--- src/rtl/trng_word_packer.sv ---
// -----------------------------------------------------------------------------
// trng_word_packer
//
// Takes a raw TRNG bit stream and decimates it (one sample every DECIM enabled
// cycles). It packs WORD_W samples MSB-first into a word and buffers the words
// in a first-word-fall-through FIFO that has a valid/ready output.
//
// A completed word that finds the FIFO full is dropped, not overwritten. The
// loss is counted in a saturating drop counter.
//
// Optional build macro:
//   TRNG_VN_DEBIAS_EN - von Neumann debiasing of the decimated samples.
//                       Samples form non-overlapping pairs (a,b):
//                         01 -> emit 0
//                         10 -> emit 1
//                         00, 11 -> emit nothing
//                       Only emitted bits reach the packer.
//
// Ports:
//   clk       system clock
//   rst_n     asynchronous active-low reset, synchronous release
//   en        sampling enable; low freezes decimator, debiaser and packer
//   bit_in    raw TRNG bit, sampled on clk
//   m_data    head-of-FIFO word (forced to 0 while m_valid is low)
//   m_valid   FIFO non-empty
//   m_ready   sink accepts the head word
//   fill      number of words currently held (0..DEPTH)
//   drop_cnt  number of words dropped on a full FIFO, saturating
// -----------------------------------------------------------------------------
module trng_word_packer #(
  parameter int WORD_W = 8,
  parameter int DECIM  = 1,
  parameter int DEPTH  = 16,
  parameter int CNT_W  = 16
) (
  input  logic                     clk,
  input  logic                     rst_n,
  input  logic                     en,
  input  logic                     bit_in,
  output logic [WORD_W-1:0]        m_data,
  output logic                     m_valid,
  input  logic                     m_ready,
  output logic [$clog2(DEPTH):0]   fill,
  output logic [CNT_W-1:0]         drop_cnt
);

  localparam int DW = (DECIM > 1) ? $clog2(DECIM) : 1;
  localparam int BW = $clog2(WORD_W);
  localparam int AW = $clog2(DEPTH);
  localparam int FW = AW + 1;

  // ---------------------------------------------------------------------------
  // Decimator: the strobe fires on the DECIM-th enabled cycle.
  // ---------------------------------------------------------------------------
  logic [DW-1:0] dcnt_q;
  logic          smp;

  assign smp = en && (dcnt_q == DW'(DECIM - 1));

  always_ff @(posedge clk or negedge rst_n) begin
    if (!rst_n) begin
      dcnt_q <= '0;
    end else if (en) begin
      if (smp) dcnt_q <= '0;
      else     dcnt_q <= dcnt_q + DW'(1);
    end
  end

  // ---------------------------------------------------------------------------
  // Bit source for the packer: either raw decimated samples or debiased pairs.
  // ---------------------------------------------------------------------------
  logic pk_stb;
  logic pk_bit;

`ifdef TRNG_VN_DEBIAS_EN
  // vn_phase_q=1 means the first sample of a pair is held in vn_a_q.
  // The emitted bit of an unequal pair equals its first sample.
  logic vn_phase_q;
  logic vn_a_q;

  always_ff @(posedge clk or negedge rst_n) begin
    if (!rst_n) begin
      vn_phase_q <= 1'b0;
      vn_a_q     <= 1'b0;
    end else if (smp) begin
      vn_phase_q <= ~vn_phase_q;
      if (!vn_phase_q) vn_a_q <= bit_in;
    end
  end

  assign pk_stb = smp && vn_phase_q && (vn_a_q != bit_in);
  assign pk_bit = vn_a_q;
`else
  assign pk_stb = smp;
  assign pk_bit = bit_in;
`endif

  // ---------------------------------------------------------------------------
  // Packer: shift_q holds the WORD_W-1 bits collected so far. The completing
  // bit is spliced in combinationally, so the word is offered on the same edge.
  // ---------------------------------------------------------------------------
  logic [WORD_W-2:0] shift_q;
  logic [BW-1:0]     bcnt_q;
  logic              word_done;
  logic [WORD_W-1:0] word_data;

  assign word_data = {shift_q, pk_bit};
  assign word_done = pk_stb && (bcnt_q == BW'(WORD_W - 1));

  always_ff @(posedge clk or negedge rst_n) begin
    if (!rst_n) begin
      shift_q <= '0;
      bcnt_q  <= '0;
    end else if (pk_stb) begin
      shift_q <= word_data[WORD_W-2:0];
      if (word_done) bcnt_q <= '0;
      else           bcnt_q <= bcnt_q + BW'(1);
    end
  end

  // ---------------------------------------------------------------------------
  // FWFT FIFO.
  // Handshake: a word transfers on a rising clk edge where m_valid and m_ready
  // are both high. m_valid never depends on m_ready. m_data is stable while
  // m_valid is high and no transfer has occurred.
  // A push into a full FIFO is accepted only when a pop frees the slot on the
  // same edge; otherwise the word is dropped.
  // ---------------------------------------------------------------------------
  logic [WORD_W-1:0] mem [DEPTH];
  logic [AW-1:0]     wr_ptr_q;
  logic [AW-1:0]     rd_ptr_q;
  logic [FW-1:0]     fill_q;
  logic [CNT_W-1:0]  drop_q;
  logic              pop;
  logic              push;
  logic              drop;

  assign m_valid = (fill_q != '0);
  assign pop     = m_valid && m_ready;
  assign push    = word_done && ((fill_q < FW'(DEPTH)) || pop);
  assign drop    = word_done && !push;

  always_ff @(posedge clk) begin
    if (push) mem[wr_ptr_q] <= word_data;
  end

  always_ff @(posedge clk or negedge rst_n) begin
    if (!rst_n) begin
      wr_ptr_q <= '0;
      rd_ptr_q <= '0;
      fill_q   <= '0;
      drop_q   <= '0;
    end else begin
      if (push) wr_ptr_q <= wr_ptr_q + AW'(1);
      if (pop)  rd_ptr_q <= rd_ptr_q + AW'(1);
      case ({push, pop})
        2'b10:   fill_q <= fill_q + FW'(1);
        2'b01:   fill_q <= fill_q - FW'(1);
        default: fill_q <= fill_q;
      endcase
      if (drop && (drop_q != '1)) drop_q <= drop_q + CNT_W'(1);
    end
  end

  assign m_data   = m_valid ? mem[rd_ptr_q] : '0;
  assign fill     = fill_q;
  assign drop_cnt = drop_q;

endmodule

--- config.mk ---
export PLATFORM = sky130hd
export DESIGN_NAME = trng_word_packer
export DESIGN_NICKNAME = d
export VERILOG_FILES = /design/src/rtl/trng_word_packer.sv
export SDC_FILE = /design/constraint.sdc
export NUM_CORES = 1
export LEC_CHECK = 0
export ABC_AREA = 1
export CAP_MARGIN = 20
export CORE_MARGIN = 2
export CORE_UTILIZATION = 54
export CTS_CLUSTER_DIAMETER = 150
export CTS_CLUSTER_SIZE = 16
export DETAILED_ROUTE_END_ITERATION = 10
export PLACE_DENSITY = 0.78
export SETUP_SLACK_MARGIN = 0.1
export SYNTH_ARGS = -nofsm -noshare
export SYNTH_HDL_FRONTEND = slang
export SYNTH_SLANG_ARGS = --single-unit
--- constraint.sdc ---
create_clock -name clk -period 2.6 [get_ports clk]
set_clock_uncertainty 0.2 [all_clocks]
set_input_delay 0.26 -clock clk [delete_from_list [all_inputs] [get_ports clk]]
set_output_delay 0.26 -clock clk [all_outputs]
set_load 0.05 [all_outputs]
==> results of run 1 <==
-- Yosys cell counts, drive strengths merged --
cell,n
nand2,270
buf,22
a21o,1
nor3,5
dfrtp,40
clkbuf,7
edfxtp,128
xnor2,8
xor2,11
and2,1
a21oi,9
nand4,2
clkinv,2
o21ai,16
nor2,29
o21bai,1
o21a,1
ha,12
inv,34
nand3,115
-- power by group through the flow --
stage | clock network [uW] | logic [uW] | registers (uW)
final | 2290 | 4030 | 3440
after global routing | 2430 | 4330 | 3470
after CTS | 2310 | 3500 | 3400
after detailed placement | 0 | 3410 | 3450
after global placement | 0 | 3310 | 3420
after floorplan | 0 | 2330 | 3520
-- stage by stage --
| stage | worst slack, ns | cells | instance area [sq um] | setup TNS [ns] | power (uW) |
|---|---|---|---|---|---|
| 2_1_floorplan | 0.158 | 714 | 7450 | 0 | 5840 |
| 3_3_place_gp | 0.136 | 922 | 8060 | 0 | 6730 |
| 3_5_place_dp | 0.0521 | 922 | 8060 | 0 | 6850 |
| 4_1_cts | 0.105 | 957 | 8660 | 0 | 9220 |
| 5_1_grt | -0.0147 | 968 | 8900 | -0.0223 | 10200 |
| 6_report | 0.0592 | 968 | 8900 | 0 | 9760 |
-- layout make-up --
cell class | count | area share (%)
inverter | 36 | 1.63
clock inverter | 13 | 1.19
timing repair buffer | 75 | 8.68
multi-input combinational | 481 | 26.7
clock buffer | 19 | 4.86
tap | 176 | 2.47
sequential | 168 | 54.5
-- critical path, stage by stage, from the launching register on --
cell	delay [ns]
dfrtp_2	0.53
clkbuf_16	0.29
nand2_1	0.08
nand3_1	0.12
nand3_1	0.09
nand2_1	0.11
nand2_1	0.08
a21oi_2	0.18
buf_6	0.18
-- kinds of logic (layout without fill, tap and decap cells) --
logic type | Yosys count | after routing | synth area share, %
flops | 168 | 168 | 65.3
buf+inv | 65 | 143 | 3.83
xor+xnor | 19 | 19 | 2.24
simple gates | 422 | 422 | 24.6
fa+ha+maj | 12 | 12 | 2.02
compound gates | 28 | 28 | 1.99
-- state kept, by name (all words and copies together), names as in the netlist --
signal    count
mem         128
drop_cnt     16
shift_q       7
fill          5
rd_ptr_q      4
wr_ptr_q      4
bcnt_q        3
dcnt_q        1
-- worst max-delay path by stage --
stage | endpoint | slack, ns | depth (start not counted)
finish | m_data[3] | 0.06 | 8
detailed placement | fill[4] | 0.05 | 15
floorplan | fill[4] | 0.16 | 12
global route | m_data[1] | -0.01 | 9
CTS | fill[4] | 0.10 | 14
global placement | fill[4] | 0.14 | 15
-- cell usage in the layout (no fill, tap or decap), types with 4 or more instances in the layout --
master,synthesis,final
dfrtp_1,40,34
nand2_1,249,248
xnor2_1,8,8
nand3_1,113,109
o21ai_0,13,13
buf_4,0,35
nor2_1,29,27
clkinvlp_4,0,4
nand2_2,20,21
ha_1,12,11
edfxtp_1,128,128
clkbuf_16,0,22
a21oi_2,0,6
clkinv_1,2,6
dfrtp_2,0,6
xor2_1,11,9
buf_6,2,4
clkdlybuf4s50_1,0,25
nand3_2,2,5
inv_1,33,32
-- what timing repair did --
action	CTS	global route
resized for setup	9	19
setup endpoints to repair	8	11
hold endpoints to repair	40	0
buffers inserted	2	5
hold buffers	1	0
pin swaps	0	2
gates cloned	0	6
-- layer usage --
| layer | vias up | share of wire, % | wire, um | track usage [%] |
|---|---|---|---|---|
| met5 | - | 0 | 0 | 0 |
| met4 | 0 | 1.8 | 308 | 8.41 |
| met3 | 23 | 7.5 | 1260 | 4.84 |
| met2 | 241 | 49 | 8310 | 38.8 |
| met1 | 2529 | 41 | 6990 | 30.0 |
| li1 | 2529 | - | - | - |
==> results.json, run 1 <==
{
  "cp_max_fo": 33,
  "synthToLayoutAreaGrowth_pct": 20.0,
  "gr-total-overflow": 0,
  "io_pins": 35,
  "track_usage_pct": 23.1,
  "worstSkewPairLatency_ns": 0.42,
  "vdd_drop_max_uv": 735,
  "hpwlAfterDp_um": 10100,
  "powerDensity_nw_per_um2": 1100,
  "vias_per_cell": 5.50,
  "crit_type": "reg2out",
  "outcome": "finished, final reports clean",
  "ant_nets": 0,
  "drc": 0,
  "final_layout_size_suffix_gt1_share_pct": 15.7,
  "die-area_sq_um": 14700,
  "min_path_type": "in2reg",
  "tritoncts": "yes",
  "htree_levels": 4,
  "slew_viol_final": 0,
  "critPathLaunch": "rd_ptr_q[0]",
  "start_util_pct": 55.6,
  "start_kind": "register",
  "power.sequential.fraction_pct": 35.2,
  "fmax_mhz": 394,
  "num_vias": 5322,
  "slew_headroom_pct": 38.3,
  "swShare_pct": 40.0,
  "switchingPower_uw": 3900,
  "cts_root_buffer": "clkbuf_16",
  "r2r-start": "bcnt_q[0]",
  "wl_um": 16900,
  "dieWidth_um": 121,
  "syn-num-nets": 731,
  "setup-violations-final": 0,
  "grt_antenna_before_repair": 0,
  "finalHoldViolCount": 0,
  "cts_buffers": 17,
  "synth_top_area_cell": "edfxtp_1",
  "pwr-share-comb_pct": 41.3,
  "n_antenna_cell": 0,
  "hold_end": "dcnt_q",
  "clk_path_buf_depth": 2,
  "whs_ns": 0.208,
  "port_buffers": 34,
  "clkPwrFrac_pct": 23.5,
  "yosys_warnings": 0,
  "regArea_sq_um": 4850,
  "finalCriticalPeriod_ns": 2.54,
  "cp-end-kind": "primary output",
  "grt_max_degree": 67,
  "utilization_pct": 66.7,
  "grt_pass1_vias": 5219,
  "r2r_end": "fill[4]",
  "wl_per_cell_um": 17.4,
  "nets": 796,
  "arrival_ns": 2.08,
  "fin_crit_sh_pct": 97.7,
  "holdPathStages": 2,
  "reg2regPathDepth": 14,
  "fp.dieH_um": 121,
  "min-delay-start": "en",
  "drt-initial-drc-count": 571,
  "rsz0062_at_grt": "yes",
  "tightest_slew_ns": 0.926,
  "core_area_sq_um": 13300,
  "grt_pass1_wl_um": 25600,
  "avgSynthCellArea_sq_um": 10.4,
  "p_leak_uw": 0.00361,
  "synth.ff_latch_count": 168,
  "cap_violations": 0,
  "path_clk_slew_ns": 0.06,
  "synth_cell_types": 29,
  "syn_area_sq_um": 7420,
  "synth_top_cell_area_share_pct": 51.8,
  "multi_input_area_sq_um": 2370,
  "filler_cell_count": 989,
  "rows": 42,
  "required_ns": 2.14,
  "synth_area_leaders": "edfxtp_1 (52%), dfrtp_1 (13%), nand2_1 (13%), nand3_1 (7.6%), ha_1 (2.0%)",
  "gp_congestion": 0.905,
  "cts_sinks": 168,
  "p_int_uw": 5850,
  "ys_seq_area_share_pct": 65.3,
  "r2r_setup_slack_ns": 0.17,
  "syn_inst": 714,
  "firstDrtPassIters": 6
}
No activity file was read; power rests on OpenSTA's default activity.
==> run 2, diff against run 1 <==
--- a/config.mk
+++ b/config.mk
@@ -6,7 +6,7 @@
 export NUM_CORES = 1
 export LEC_CHECK = 0
 export ABC_AREA = 1
-export CAP_MARGIN = 20
+export CAP_MARGIN = 0
 export CORE_MARGIN = 2
 export CORE_UTILIZATION = 54
 export CTS_CLUSTER_DIAMETER = 150
==> results of run 2 <==
Final layout, timing and power as in run 1 (identical DEF).
==> run 3, diff against run 2 <==
--- a/config.mk
+++ b/config.mk
@@ -8,11 +8,11 @@
 export ABC_AREA = 1
 export CAP_MARGIN = 0
 export CORE_MARGIN = 2
-export CORE_UTILIZATION = 54
+export CORE_UTILIZATION = 65
 export CTS_CLUSTER_DIAMETER = 150
 export CTS_CLUSTER_SIZE = 16
 export DETAILED_ROUTE_END_ITERATION = 10
-export PLACE_DENSITY = 0.78
+export PLACE_DENSITY = 0.88
 export SETUP_SLACK_MARGIN = 0.1
 export SYNTH_ARGS = -nofsm -noshare
 export SYNTH_HDL_FRONTEND = slang
==> constraint.sdc (replaced) <==
create_clock -name clk -period 3.13 [get_ports clk]
set_clock_uncertainty 0.2 [all_clocks]
set_input_delay 0.313 -clock clk [delete_from_list [all_inputs] [get_ports clk]]
set_output_delay 0.313 -clock clk [all_outputs]
set_load 0.05 [all_outputs]
==> results.json, run 3 (same netlist as run 1, synthesis figures left out) <==
{
  "critPathTopFamily": "buffers and inverters",
  "slowest_delay_ns": 0.42,
  "worstSkewPairLatency_ns": 0.43,
  "ant_nets": 0,
  "r2r-start": "bcnt_q[0]",
  "io_pins": 35,
  "grt_pass1_vias": 5431,
  "drt-initial-drc-count": 593,
  "cts_sinks": 168,
  "finalCriticalPeriod_ns": 2.89,
  "setup-violations-final": 0,
  "path_cells": "clkinv_1 -> buf_4 -> nand2_1 -> nand3_1 -> nand3_1 -> nand2_1 -> nand2_1 -> a21oi_1 -> buf_4",
  "reg2regPathDepth": 14,
  "grt_antenna_before_repair": 0,
  "required_ns": 2.62,
  "start_util_pct": 65.8,
  "wl_per_cell_um": 18.4,
  "dieWidth_um": 111,
  "track_usage_pct": 29.3,
  "clk_path_buf_depth": 2,
  "final_cell_mix": "nand2_1 (249), edfxtp_1 (128), nand3_1 (113)",
  "hpwlAfterDp_um": 10400,
  "wl_um": 16700,
  "num_vias": 5330,
  "tritoncts": "yes",
  "final_common_cell": "nand2_1",
  "core_area_sq_um": 11300,
  "cp_max_fo": 48,
  "vias_per_cell": 5.84,
  "final_cell_area_sq_um": 8510,
  "nets": 773,
  "grt_pass1_wl_um": 27700,
  "gp_congestion": 0.954,
  "die-area_sq_um": 12300,
  "cp_num_cells": 9,
  "min_path_type": "in2reg",
  "r2r_setup_slack_ns": 0.35,
  "cap_violations": 0,
  "holdPathStages": 2,
  "rows": 39,
  "place_area_sq_um": 7900,
  "rsz0062_at_grt": "no",
  "cts_root_buffer": "clkbuf_16",
  "grt_max_degree": 67,
  "slew_headroom_pct": 37.9,
  "htree_levels": 4,
  "largest_register_ffs": 128,
  "place_ws_ns": 0.251,
  "p_leak_uw": 0.00346,
  "fp.dieH_um": 111,
  "port_buffers": 34,
  "cp_common_cell": "nand2_1",
  "fmax_mhz": 346,
  "drc": 0,
  "setup_tns_ns": 0,
  "outcome": "finished, final reports clean",
  "crit_type": "reg2out",
  "cp-end-kind": "primary output",
  "crit_slowest_cell": "buf_4",
  "powerDensity_nw_per_um2": 915,
  "postCtsSetupBuffers": 0,
  "path_clk_slew_ns": 0.06,
  "n_antenna_cell": 0,
  "firstDrtPassIters": 5,
  "final_layout_size_suffix_gt1_share_pct": 10.8,
  "gr-total-overflow": 0,
  "fin_crit_sh_pct": 92.4,
  "vdd_drop_max_uv": 1520,
  "slew_viol_final": 0,
  "setup_ws_ns": 0.238,
  "tightest_slew_ns": 0.932,
  "path_buf_inv": 3,
  "cts_buffers": 17,
  "arrival_ns": 2.38,
  "min-delay-start": "en",
  "finalPower_uw": 7790,
  "top_register": "mem",
  "start_kind": "register",
  "r2r_end": "fill[4]",
  "hold_end": "dcnt_q",
  "finalHoldViolCount": 0,
  "whs_ns": 0.245,
  "synthToLayoutAreaGrowth_pct": 14.7
}
run 3: cell types whose count changed in the layout (fill, tap and decap cells not counted), sizes merged:
cell and change:
clkbuf -3, inv -1, buf -18, bufinv +2, clkinv -2, clkinvlp -1
run 3: routing by layer:
metal / GRT usage, % / vias to the layer above / part of all wire [%]
met5: 0 / - / 0
met2: 47.6 / 273 / 50
met4: 11.2 / 0 / 2.8
met3: 7.55 / 42 / 8.6
li1: - / 2479 / -
met1: 38.5 / 2536 / 39
run 3: worst max path at each step:
stage	from	to	slack, ns
3_5_place_dp	en	fill[4]	0.25
2_1_floorplan	fill[1]	fill[4]	0.17
5_1_grt	bcnt_q[0]	fill[4]	0.10
3_3_place_gp	en	fill[4]	0.42
6_report	rd_ptr_q[0]	m_data[3]	0.24
4_1_cts	rd_ptr_q[0]	m_data[4]	0.22
run 3: what timing repair did:
item | in CTS | in global routing
gates resized for setup | 0 | 2
endpoints found under the hold margin | 40 | 0
setup endpoints to repair | 0 | 6
hold buffers | 1 | 0
run 3: final cells by class:
class                   instances  area, sq um
inverters                      36          138
flip-flops and latches        168         4850
repair buffers                 52          457
multi-input cells             481         2290
fillers                       719         2760
clock buffers                  21          450
clock inverters                11          149
well taps                     143          179
run 3: through the flow:
stage	std cells	util, %
after floorplan	714	-
after global placement	879	70.0
after detailed placement	879	70.0
after CTS	912	75.4
after global routing	912	75.5
final	912	75.5
run 3: where the power goes:
part | total (uW) | switching (uW) | internal [uW] | leakage (uW)
clock network | 2120 | 841 | 1280 | 0.000284
logic | 2870 | 2030 | 844 | 0.00149
registers | 2800 | 214 | 2590 | 0.00168
total | 7790 | 3080 | 4710 | 0.00346
